**src/rtl/seg7_pkg.sv**
```systemverilog
// Shared 7-segment definitions: segment bit order, digit patterns (active-high) and special codes.
// Pure constants, no latency, no flow control.
package seg7_pkg;

  localparam int SEG_A = 0;
  localparam int SEG_B = 1;
  localparam int SEG_C = 2;
  localparam int SEG_D = 3;
  localparam int SEG_E = 4;
  localparam int SEG_F = 5;
  localparam int SEG_G = 6;

  localparam logic [6:0] BIT_A = 7'(1) << SEG_A;
  localparam logic [6:0] BIT_B = 7'(1) << SEG_B;
  localparam logic [6:0] BIT_C = 7'(1) << SEG_C;
  localparam logic [6:0] BIT_D = 7'(1) << SEG_D;
  localparam logic [6:0] BIT_E = 7'(1) << SEG_E;
  localparam logic [6:0] BIT_F = 7'(1) << SEG_F;
  localparam logic [6:0] BIT_G = 7'(1) << SEG_G;

  localparam logic [6:0] SEG_0     = BIT_A | BIT_B | BIT_C | BIT_D | BIT_E | BIT_F;
  localparam logic [6:0] SEG_1     = BIT_B | BIT_C;
  localparam logic [6:0] SEG_2     = BIT_A | BIT_B | BIT_D | BIT_E | BIT_G;
  localparam logic [6:0] SEG_3     = BIT_A | BIT_B | BIT_C | BIT_D | BIT_G;
  localparam logic [6:0] SEG_4     = BIT_B | BIT_C | BIT_F | BIT_G;
  localparam logic [6:0] SEG_5     = BIT_A | BIT_C | BIT_D | BIT_F | BIT_G;
  localparam logic [6:0] SEG_6     = BIT_A | BIT_C | BIT_D | BIT_E | BIT_F | BIT_G;
  localparam logic [6:0] SEG_7     = BIT_A | BIT_B | BIT_C;
  localparam logic [6:0] SEG_8     = BIT_A | BIT_B | BIT_C | BIT_D | BIT_E | BIT_F | BIT_G;
  localparam logic [6:0] SEG_9     = BIT_A | BIT_B | BIT_C | BIT_D | BIT_F | BIT_G;
  localparam logic [6:0] SEG_BLANK = 7'h00;

  localparam logic [3:0] CODE_BLANK = 4'hF;
  localparam logic [3:0] CODE_BAD   = 4'hE;

  typedef enum logic [1:0] {
    SEL_IDLE,
    SEL_ONE,
    SEL_MULTI
  } sel_cls_t;

endpackage

```
**src/rtl/seg_scan_decoder_if.sv**
```systemverilog
// Scan-side bundle between a multiplexed display driver (master) and the scan decoder (slave).
// No handshake: the scan is free-running and the decoder never stalls it.
interface seg_scan_decoder_if #(
  parameter int N_DIGITS = 8
);
  logic [6:0]            seg_out;
  logic [N_DIGITS-1:0]   seg_select;
  logic                  err_clr;
  logic [4*N_DIGITS-1:0] digits;
  logic                  frame_tick;
  logic                  frame_valid;
  logic                  err_pattern;
  logic                  err_select;

  modport master (
    output seg_out, seg_select, err_clr,
    input  digits, frame_tick, frame_valid, err_pattern, err_select
  );

  modport slave (
    input  seg_out, seg_select, err_clr,
    output digits, frame_tick, frame_valid, err_pattern, err_select
  );
endinterface

```
**src/rtl/seg7_pattern_decoder.sv**
```systemverilog
// Active-high 7-segment pattern to BCD code (blank -> F, unknown -> E with o_bad).
// Combinational, zero latency, no backpressure.
module seg7_pattern_decoder
  import seg7_pkg::*;
(
  input  logic [6:0] i_seg,
  output logic [3:0] o_code,
  output logic       o_bad
);

  always_comb begin
    o_code = CODE_BAD;
    o_bad  = 1'b0;
    case (i_seg)
      SEG_0:     o_code = 4'd0;
      SEG_1:     o_code = 4'd1;
      SEG_2:     o_code = 4'd2;
      SEG_3:     o_code = 4'd3;
      SEG_4:     o_code = 4'd4;
      SEG_5:     o_code = 4'd5;
      SEG_6:     o_code = 4'd6;
      SEG_7:     o_code = 4'd7;
      SEG_8:     o_code = 4'd8;
      SEG_9:     o_code = 4'd9;
      SEG_BLANK: o_code = CODE_BLANK;
      default:   o_bad  = 1'b1;
    endcase
  end

endmodule

```
**src/rtl/seg_scan_decoder.sv**
```systemverilog
// Rebuilds N_DIGITS BCD digits from a multiplexed 7-seg scan; frame_tick 1 cycle after the completing sample.
// Passive monitor: never backpressures the scan, incomplete frames wait indefinitely.
module seg_scan_decoder
  import seg7_pkg::*;
#(
  parameter int N_DIGITS       = 8,
  parameter int SETTLE         = 2,
  parameter bit SEG_ACTIVE_LOW = 1'b1,
  parameter bit SEL_ACTIVE_LOW = 1'b1
) (
  input  logic               CLK,
  input  logic               CLR,
  seg_scan_decoder_if.slave  bus
);

  localparam int         K_W      = (N_DIGITS > 1) ? $clog2(N_DIGITS) : 1;
  localparam logic [3:0] SETTLE_C = 4'(SETTLE);

  logic [6:0]          w_seg;
  logic [N_DIGITS-1:0] w_sel;
  sel_cls_t            w_cls;
  logic [K_W-1:0]      w_k;
  logic                w_new_dwell;
  logic [3:0]          w_cnt_base;
  logic [3:0]          w_cnt_nxt;
  logic                w_sample;
  logic [3:0]          w_code;
  logic                w_bad;
  logic                w_complete;

  sel_cls_t                 r_prev_cls;
  logic [K_W-1:0]           r_prev_k;
  logic [3:0]               r_cnt;
  logic [N_DIGITS-1:0][3:0] r_shadow;
  logic [N_DIGITS-1:0][3:0] r_digits;
  logic [N_DIGITS-1:0]      r_seen;
  logic                     r_frame_valid;
  logic                     r_err_pattern;
  logic                     r_err_select;

  assign w_seg = bus.seg_out ^ {7{SEG_ACTIVE_LOW}};
  assign w_sel = bus.seg_select ^ {N_DIGITS{SEL_ACTIVE_LOW}};

  always_comb begin
    w_cls = SEL_IDLE;
    w_k   = '0;
    for (int i = 0; i < N_DIGITS; i++) begin
      if (w_sel[i]) w_k = K_W'(i);
    end
    if (w_sel == '0)                                     w_cls = SEL_IDLE;
    else if ((w_sel & (w_sel - N_DIGITS'(1))) == '0)     w_cls = SEL_ONE;
    else                                                 w_cls = SEL_MULTI;
  end

  // The first cycle of a dwell counts as stable cycle 1, so SETTLE=1 samples immediately.
  always_comb begin
    w_new_dwell = (r_prev_cls != SEL_ONE) || (w_k != r_prev_k);
    w_cnt_base  = w_new_dwell ? 4'd0 : r_cnt;
    w_sample    = (w_cls == SEL_ONE) && (w_cnt_base == SETTLE_C - 4'd1);
    w_cnt_nxt   = 4'd0;
    if (w_cls == SEL_ONE) begin
      w_cnt_nxt = (w_cnt_base == SETTLE_C) ? w_cnt_base : w_cnt_base + 4'd1;
    end
  end

  seg7_pattern_decoder u_dec (
    .i_seg  (w_seg),
    .o_code (w_code),
    .o_bad  (w_bad)
  );

  assign w_complete = &r_seen;

  always_ff @(posedge CLK or posedge CLR) begin
    if (CLR) begin
      r_prev_cls    <= SEL_IDLE;
      r_prev_k      <= '0;
      r_cnt         <= 4'd0;
      r_shadow      <= '0;
      r_digits      <= '1;
      r_seen        <= '0;
      r_frame_valid <= 1'b0;
      r_err_pattern <= 1'b0;
      r_err_select  <= 1'b0;
    end else begin
      r_prev_cls <= w_cls;
      r_prev_k   <= w_k;
      r_cnt      <= w_cnt_nxt;
      if (w_sample) r_shadow[w_k] <= w_code;
      // A sample landing on the completion cycle already belongs to the next frame.
      r_seen <= (w_complete ? '0 : r_seen) | (w_sample ? w_sel : '0);
      if (w_complete) begin
        r_digits      <= r_shadow;
        r_frame_valid <= 1'b1;
      end
      if (w_sample && w_bad)     r_err_pattern <= 1'b1;
      else if (bus.err_clr)      r_err_pattern <= 1'b0;
      if (w_cls == SEL_MULTI)    r_err_select  <= 1'b1;
      else if (bus.err_clr)      r_err_select  <= 1'b0;
    end
  end

  assign bus.digits      = r_digits;
  assign bus.frame_tick  = w_complete;
  assign bus.frame_valid = r_frame_valid;
  assign bus.err_pattern = r_err_pattern;
  assign bus.err_select  = r_err_select;

endmodule

```
**src/flat_wrapper.sv**
```systemverilog
// flat-port wrapper written by rule: the top's interface ports become plain ports
module seg_scan_decoder_flat import seg7_pkg::*;
#(
  parameter int N_DIGITS       = 8,
  parameter int SETTLE         = 2,
  parameter bit SEG_ACTIVE_LOW = 1'b1,
  parameter bit SEL_ACTIVE_LOW = 1'b1
)
  (CLK, CLR, bus_seg_out, bus_seg_select, bus_err_clr, bus_digits, bus_frame_tick, bus_frame_valid, bus_err_pattern, bus_err_select);
  seg_scan_decoder_if #(.N_DIGITS(N_DIGITS)) bus_i ();
  input  logic CLK;
  input  logic CLR;
  input wire logic [$bits(bus_i.seg_out)-1:0] bus_seg_out;
  input wire logic [$bits(bus_i.seg_select)-1:0] bus_seg_select;
  input wire logic [$bits(bus_i.err_clr)-1:0] bus_err_clr;
  output wire logic [$bits(bus_i.digits)-1:0] bus_digits;
  output wire logic [$bits(bus_i.frame_tick)-1:0] bus_frame_tick;
  output wire logic [$bits(bus_i.frame_valid)-1:0] bus_frame_valid;
  output wire logic [$bits(bus_i.err_pattern)-1:0] bus_err_pattern;
  output wire logic [$bits(bus_i.err_select)-1:0] bus_err_select;
  assign bus_i.seg_out = bus_seg_out;
  assign bus_i.seg_select = bus_seg_select;
  assign bus_i.err_clr = bus_err_clr;
  assign bus_digits = bus_i.digits;
  assign bus_frame_tick = bus_i.frame_tick;
  assign bus_frame_valid = bus_i.frame_valid;
  assign bus_err_pattern = bus_i.err_pattern;
  assign bus_err_select = bus_i.err_select;
  seg_scan_decoder #(.N_DIGITS(N_DIGITS), .SETTLE(SETTLE), .SEG_ACTIVE_LOW(SEG_ACTIVE_LOW), .SEL_ACTIVE_LOW(SEL_ACTIVE_LOW)) u_core (.CLK(CLK), .CLR(CLR), .bus(bus_i));
endmodule
```
**config.mk**
```make
export PLATFORM = sky130hd
export DESIGN_NAME = seg_scan_decoder_flat
export DESIGN_NICKNAME = d
export VERILOG_FILES = /design/src/rtl/seg7_pkg.sv /design/src/rtl/seg_scan_decoder_if.sv /design/src/rtl/seg7_pattern_decoder.sv /design/src/rtl/seg_scan_decoder.sv /design/src/flat_wrapper.sv
export SDC_FILE = /design/constraint.sdc
export NUM_CORES = 1
export LEC_CHECK = 0
export ABC_AREA = 1
export CORE_MARGIN = 2
export CORE_UTILIZATION = 55
export DETAILED_ROUTE_END_ITERATION = 10
export PLACE_DENSITY_LB_ADDON = 0.25
export REMOVE_ABC_BUFFERS = 1
export SETUP_SLACK_MARGIN = 0.5
export SLEW_MARGIN = 0
export SYNTH_ARGS = -nofsm -noshare
export SYNTH_HDL_FRONTEND = slang
export SYNTH_HIERARCHICAL = 1
export SYNTH_SLANG_ARGS = --single-unit
```
**constraint.sdc**
```tcl
create_clock -name CLK -period 3.5 [get_ports CLK]
set_input_delay 0.875 -clock CLK [delete_from_list [all_inputs] [get_ports CLK]]
set_output_delay 0.875 -clock CLK [all_outputs]
set_load 0.005 [all_outputs]
```
==> results of run 1 <==
cell type report:
class / instances / area, sq um
Clock buffer: 10 / 138
Antenna cell: 1 / 2.50
Inverter: 56 / 211
Multi-Input combinational cell: 339 / 1590
Clock inverter: 5 / 85.1
Sequential cell: 84 / 2140
Fill cell: 576 / 2100
Tap cell: 99 / 124
Timing Repair Buffer: 70 / 748
cells in the mapped netlist:
| cell type | number |
|---|---|
| buf_2 | 6 |
| nand2_1 | 218 |
| inv_2 | 4 |
| nand4_1 | 33 |
| nor3_1 | 2 |
| nor2_4 | 2 |
| o21ai_1 | 1 |
| o21ai_2 | 1 |
| nor2_2 | 3 |
| nor4_1 | 2 |
| o22ai_1 | 6 |
| ha_1 | 3 |
| nand2_2 | 3 |
| o21ai_0 | 5 |
| o211ai_1 | 1 |
| buf_4 | 1 |
| xnor2_1 | 1 |
| nand3_2 | 5 |
| nand3_1 | 21 |
| o21ai_4 | 1 |
| o21bai_1 | 1 |
| clkbuf_1 | 11 |
| or2_2 | 2 |
| buf_6 | 1 |
| o311ai_0 | 1 |
| inv_1 | 52 |
| a21oi_1 | 1 |
| dfrtp_1 | 52 |
| nor2_1 | 26 |
| dfstp_2 | 32 |
how the worst min path moves through the flow:
| stage | cells after the start | end | start | slack, ns |
|---|---|---|---|---|
| 4_1_cts | 2 | u_core/bus.digits[26] | u_core/bus.digits[26] | 0.47 |
| 3_3_place_gp | 1 | u_core/bus.frame_valid | u_core/bus.frame_valid | 0.45 |
| 2_1_floorplan | 2 | u_core/r_shadow[0] | u_core/r_shadow[0] | 0.44 |
| 6_report | 2 | u_core/bus.digits[26] | u_core/bus.digits[26] | 0.47 |
| 3_5_place_dp | 2 | u_core/bus.digits[26] | u_core/bus.digits[26] | 0.46 |
| 5_1_grt | 2 | u_core/bus.digits[13] | u_core/bus.digits[13] | 0.48 |
report_power, final:
| part | switching [mW] | internal (mW) |
|---|---|---|
| clock network | 0.350 | 0.421 |
| registers | 0.00133 | 0.974 |
| logic | 0.0712 | 0.0362 |
| total | 0.423 | 1.43 |
repair_timing:
item                                    4_1_cts  5_1_grt
resized for setup                             3       17
setup buffers                                 1        7
endpoints found under the setup margin       31       41
pin swaps                                     2        7
hold buffers                                  0        0
gates cloned                                  1        1
cell families after synthesis:
family | after synthesis | synth area share
flops | 84 | 0.538
compound gates | 18 | 0.0305
fa+ha+maj | 3 | 0.00943
simple gates | 317 | 0.345
buf+inv | 75 | 0.0754
xor+xnor | 1 | 0.00220
worst max-delay path, cell delays in order:
cell	delay (ns)
clkdlybuf4s50_1	0.51
inv_1	0.07
nand2_1	0.05
nand2_1	0.05
nand2_1	0.06
nand2_1	0.08
nand2_2	0.11
nand2_2	0.07
nand2_2	0.08
nor2_4	0.04
buf_4	0.15
nand2_1	0.08
ha_1	0.14
inv_1	0.06
nor2_4	0.18
buf_12	0.17
nand2_1	0.14
o22ai_1	0.22
sequential cells by signal (all words and copies together) (netlist names):
register                count
u_core/bus.err_pattern      1
u_core/r_seen               8
u_core/r_prev_k             3
u_core/r_prev_cls           2
u_core/r_shadow            32
u_core/bus.frame_valid      1
u_core/r_cnt                4
u_core/bus.digits          32
u_core/bus.err_select       1
per-stage QoR:
step | setup slack, ns | util | hold WS [ns] | power, mW
2_1_floorplan | 0.169 | - | 0.442 | 1.05
3_3_place_gp | 0.165 | 0.648 | 0.453 | 1.09
3_5_place_dp | 0.0318 | 0.648 | 0.456 | 1.10
4_1_cts | 0.526 | 0.686 | 0.469 | 1.87
5_1_grt | 0.489 | 0.706 | 0.485 | 1.92
6_report | 0.658 | 0.706 | 0.466 | 1.85
layer usage:
layer	wire (um)	vias to the layer above	track usage	share of wire
met3	423	19	0.0545	0.050
met5	0	-	0	0
met2	4040	75	0.351	0.48
li1	-	1687	-	-
met1	3780	1552	0.299	0.45
met4	176	0	0.0977	0.021
==> results.yml, run 1 <==
outcome:
  run_status: "completed"
clocking:
  cts.sinks: 84
  path_clk_slew_ns: 0.08
  cts_buffers: 9
  cts_buffer_depth: 2
  clock_latency_ns: 0.37
  ctsHtreeMaxLevel: 3
  cts_root_buf: "clkbuf_8"
  cts_tree: "yes"
critical_path:
  worstPathMaxFanout: 8
  rr_endpoint: "u_core/r_seen[2]"
  ff2ff_path_depth: 14
  crit_start: "bus_seg_select[1]"
  worstSetupEndpoint: "u_core/r_seen[2]"
  reg2reg_from: "u_core/r_prev_k[2]"
  critical_path_arrival_ns: 3.12
  regToRegSetupSlack_ns: 1.53
  required_ns: 3.78
  path_class: "primary input to flip-flop"
  cp-start-kind: "primary input"
  crit_path_end_kind: "flip-flop"
grt:
  grt_usage: 0.224
  grt_max_degree: 50
  grt_antenna_before_repair: 0
  grt_pass1_wl_um: 13500
  grt_pass1_vias: 3055
  overflow: 0
sta:
  tns_ns: 0
  fin_crit_ns: 2.84
  rsz0062_at_grt: "no"
  final.setup_skew_ns: 0.0134
  max-slew-margin-rel: 0.246
  min_period_over_period: 0.812
  max_freq_mhz: 352
  hold_violations: 0
  finalSetupViolations: 0
  slew_viol_final: 0
  tightest_slew_ns: 1.13
synth:
  yosys_warnings: 6
  synth_top_cell_area_share: 0.327
  syn_inst: 498
  ys_types: 30
  syn-cell-area_sq_mm: 0.00398
  syn_avg_cell_area_sq_um: 8.00
  ys_seq_area_frac: 0.538
  yosysTopAreaCell: "dfrtp_1"
  yosys-top-cells-area: "dfrtp_1, dfstp_2, nand2_1"
  ys_seq_elements: 84
floorplan:
  boundaryPins: 54
  die_w_um: 89.1
  start_util: 0.558
  die-area_sq_mm: 0.00794
  std_cell_rows: 31
  coreArea_sq_mm: 0.00714
  die_h_um: 89.1
final_layout:
  fin_cells: 664
  fin_nets: 581
  fin_area_sq_mm: 0.00504
  area_growth_syn_to_layout_pct: 26.5
  mostFrequentLayoutCells: "nand2_1, dfrtp_1, inv_1, clkdlybuf4s50_1, nand4_1"
  drive_above_1_share: 0.170
  layout_commonest_cell: "nand2_1"
placement:
  gp_congestion: 0.884
  dpl_cell_area_sq_mm: 0.00463
  numPlacedInstances: 638
  hpwl_um: 5370
  io_buffer_count: 53
detailed_routing:
  wire_per_inst_um: 12.7
  vias_per_cell: 5.02
  dr_total_vias: 3333
  route.detailed.drc: 0
  wirelength_um: 8430
  dr.pass1.iters: 5
  drt_iter0_markers: 214
  ant_nets: 0
pwr:
  ir_worst_vdd_mv: 0.192
  pwr_density_cell_mw_per_mm2: 368
  p_leak_nw: 2.56
worst_hold_path:
  hp-class: "flip-flop to flip-flop"
flow_run:
  cap_violations: 0
No activity file was read; power rests on OpenSTA's default activity.
==> inputs of run 2 (changes only) <==
Settings changed: CORE_UTILIZATION 55 to 49.
Clock period 3.5 ns to 2.4 ns, I/O delays scaled along.
==> results.yml, run 2 (synthesis results as in run 1) <==
outcome:
  run_status: "completed"
final_layout:
  area_growth_syn_to_layout_pct: 50.6
  fin_nets: 645
  fin_area_sq_mm: 0.00600
  nFillCells: 465
  layout_commonest_cell: "nand2_1"
  drive_above_1_share: 0.386
  seq_area_sq_mm: 0.00214
  fin_util: 0.768
  mostFrequentLayoutCells: "nand2_1, buf_4, dfrtp_1, inv_1, nand2_2"
  diodes: 0
  multiInputGateArea_sq_mm: 0.00200
critical_path:
  required_ns: 2.71
  path_class: "primary input to flip-flop"
  cp-start-kind: "primary input"
  slowest_stage: "nor2_4"
  worstPathMaxFanout: 7
  ff2ff_path_depth: 14
  rr_endpoint: "u_core/r_shadow[9]"
  critical_path_arrival_ns: 2.49
  regToRegSetupSlack_ns: 0.31
  crit_path_end_kind: "flip-flop"
  slowest_delay_ns: 0.15
  cp_cell_sequence: "buf_8 -> buf_6 -> inv_4 -> nor2_4 -> inv_2 -> nand2_4 -> nand2_4 -> nand2_4 -> nor2_4 -> nand2_2 -> inv_2 -> ha_4 -> inv_2 -> nor2_4 -> buf_12 -> buf_12 -> buf_8 -> nand4_1 -> nand2_1"
  reg2reg_from: "u_core/r_prev_k[0]"
sta:
  fin_crit_ns: 2.18
  max_freq_mhz: 458
  slew_viol_final: 0
  max-slew-margin-rel: 0.630
  final.setup_skew_ns: 0.0157
  hold_violations: 0
  rsz0062_at_grt: "yes"
  finalSetupViolations: 0
  min_period_over_period: 0.909
  tightest_slew_ns: 0.550
grt:
  grt_pass1_vias: 3990
  grt_usage: 0.270
  grt_antenna_before_repair: 0
  grt_pass1_wl_um: 18400
  overflow: 0
  grt_max_degree: 85
detailed_routing:
  ant_nets: 0
  dr_total_vias: 4105
  drt_iter0_markers: 334
  dr.pass1.iters: 7
  wirelength_um: 13200
  wire_per_inst_um: 18.1
  vias_per_cell: 5.62
  route.detailed.drc: 0
floorplan:
  die_h_um: 94.2
  boundaryPins: 54
  die-area_sq_mm: 0.00887
  std_cell_rows: 32
  coreArea_sq_mm: 0.00781
  start_util: 0.510
  die_w_um: 94.2
clocking:
  cts_root_buf: "clkbuf_8"
  ctsHoldBuffers: 0
  cts_buffers: 9
  cts_tree: "yes"
  path_clk_slew_ns: 0.09
  cts_buffer_depth: 2
  clock_latency_ns: 0.38
  cts.sinks: 84
  ctsHtreeMaxLevel: 3
worst_hold_path:
  hold_depth: 2
  holdPathEnd: "u_core/r_seen[2]"
  holdCritStartpoint: "bus_seg_select[2]"
  hp-class: "primary input to flip-flop"
placement:
  gp_congestion: 0.938
  io_buffer_count: 53
  hpwl_um: 6400
  dpl_cell_area_sq_mm: 0.00496
pwr:
  report.power.total_mw: 2.84
  p_leak_nw: 3.13
  ir_worst_vdd_mv: 0.291
  pwr_density_cell_mw_per_mm2: 473
flow_run:
  cap_violations: 0
[run 2: repair_timing]
item | in CTS | in global routing
pin swaps | 46 | 35
resized for setup | 145 | 76
setup endpoints to repair | 78 | 46
setup buffers | 21 | 8
gates cloned | 3 | 0
[run 2: routing by layer]
metal / up-vias / global-route usage / share of wire
li1: 1819 / - / -
met1: 1968 / 0.323 / 0.38
met2: 249 / 0.458 / 0.50
met3: 69 / 0.0482 / 0.063
met4: 0 / 0.149 / 0.059
met5: - / 0 / 0
[run 2: cell type report]
cell class,instances,share of cell area
Clock buffer,10,0.0213
Inverter,56,0.0373
Multi-Input combinational cell,339,0.333
Tap cell,102,0.0213
Timing Repair Buffer,134,0.215
Sequential cell,84,0.357
Clock inverter,6,0.0146
[run 2: critical path: cells and delay by family]
| kind | cells | cell delay, ns |
|---|---|---|
| buffers and inverters | 9 | 0.92 |
| AND/OR/NAND/NOR | 9 | 0.79 |
| adder cells (fa/ha/maj) | 1 | 0.14 |
[run 2: how the worst max path moves through the flow]
stage | slack, ns | endpoint | cells after the start | start
detailed placement | -0.54 | u_core/r_shadow[20] | 18 | bus_seg_select[4]
global route | 0.16 | u_core/r_shadow[23] | 19 | bus_seg_select[7]
global placement | -0.46 | u_core/r_shadow[7] | 18 | bus_seg_select[7]
finish | 0.22 | u_core/r_shadow[9] | 19 | bus_seg_select[7]
floorplan | -0.66 | u_core/r_shadow[0] | 16 | bus_seg_select[7]
CTS | 0.38 | u_core/r_shadow[9] | 19 | bus_seg_select[6]
[run 2: stage by stage]
| stage | hold WS [ns] | worst slack, ns | instances | setup TNS, ns |
|---|---|---|---|---|
| final | 0.446 | 0.218 | 731 | 0 |
| after global routing | 0.457 | 0.161 | 731 | 0 |
| after CTS | 0.416 | 0.381 | 723 | 0 |
| after detailed placement | 0.458 | -0.545 | 683 | -20.88 |
| after global placement | 0.453 | -0.462 | 683 | -17.68 |
| after floorplan | 0.442 | -0.656 | 479 | -40.51 |
[run 2: power breakdown]
part / total (mW) / internal, mW / switching (mW) / leakage, nW
logic: 0.282 / 0.120 / 0.163 / 1.99
registers: 1.42 / 1.42 / 0.00397 / 1.03
clock network: 1.13 / 0.589 / 0.545 / 0.111
total: 2.84 / 2.13 / 0.711 / 3.13
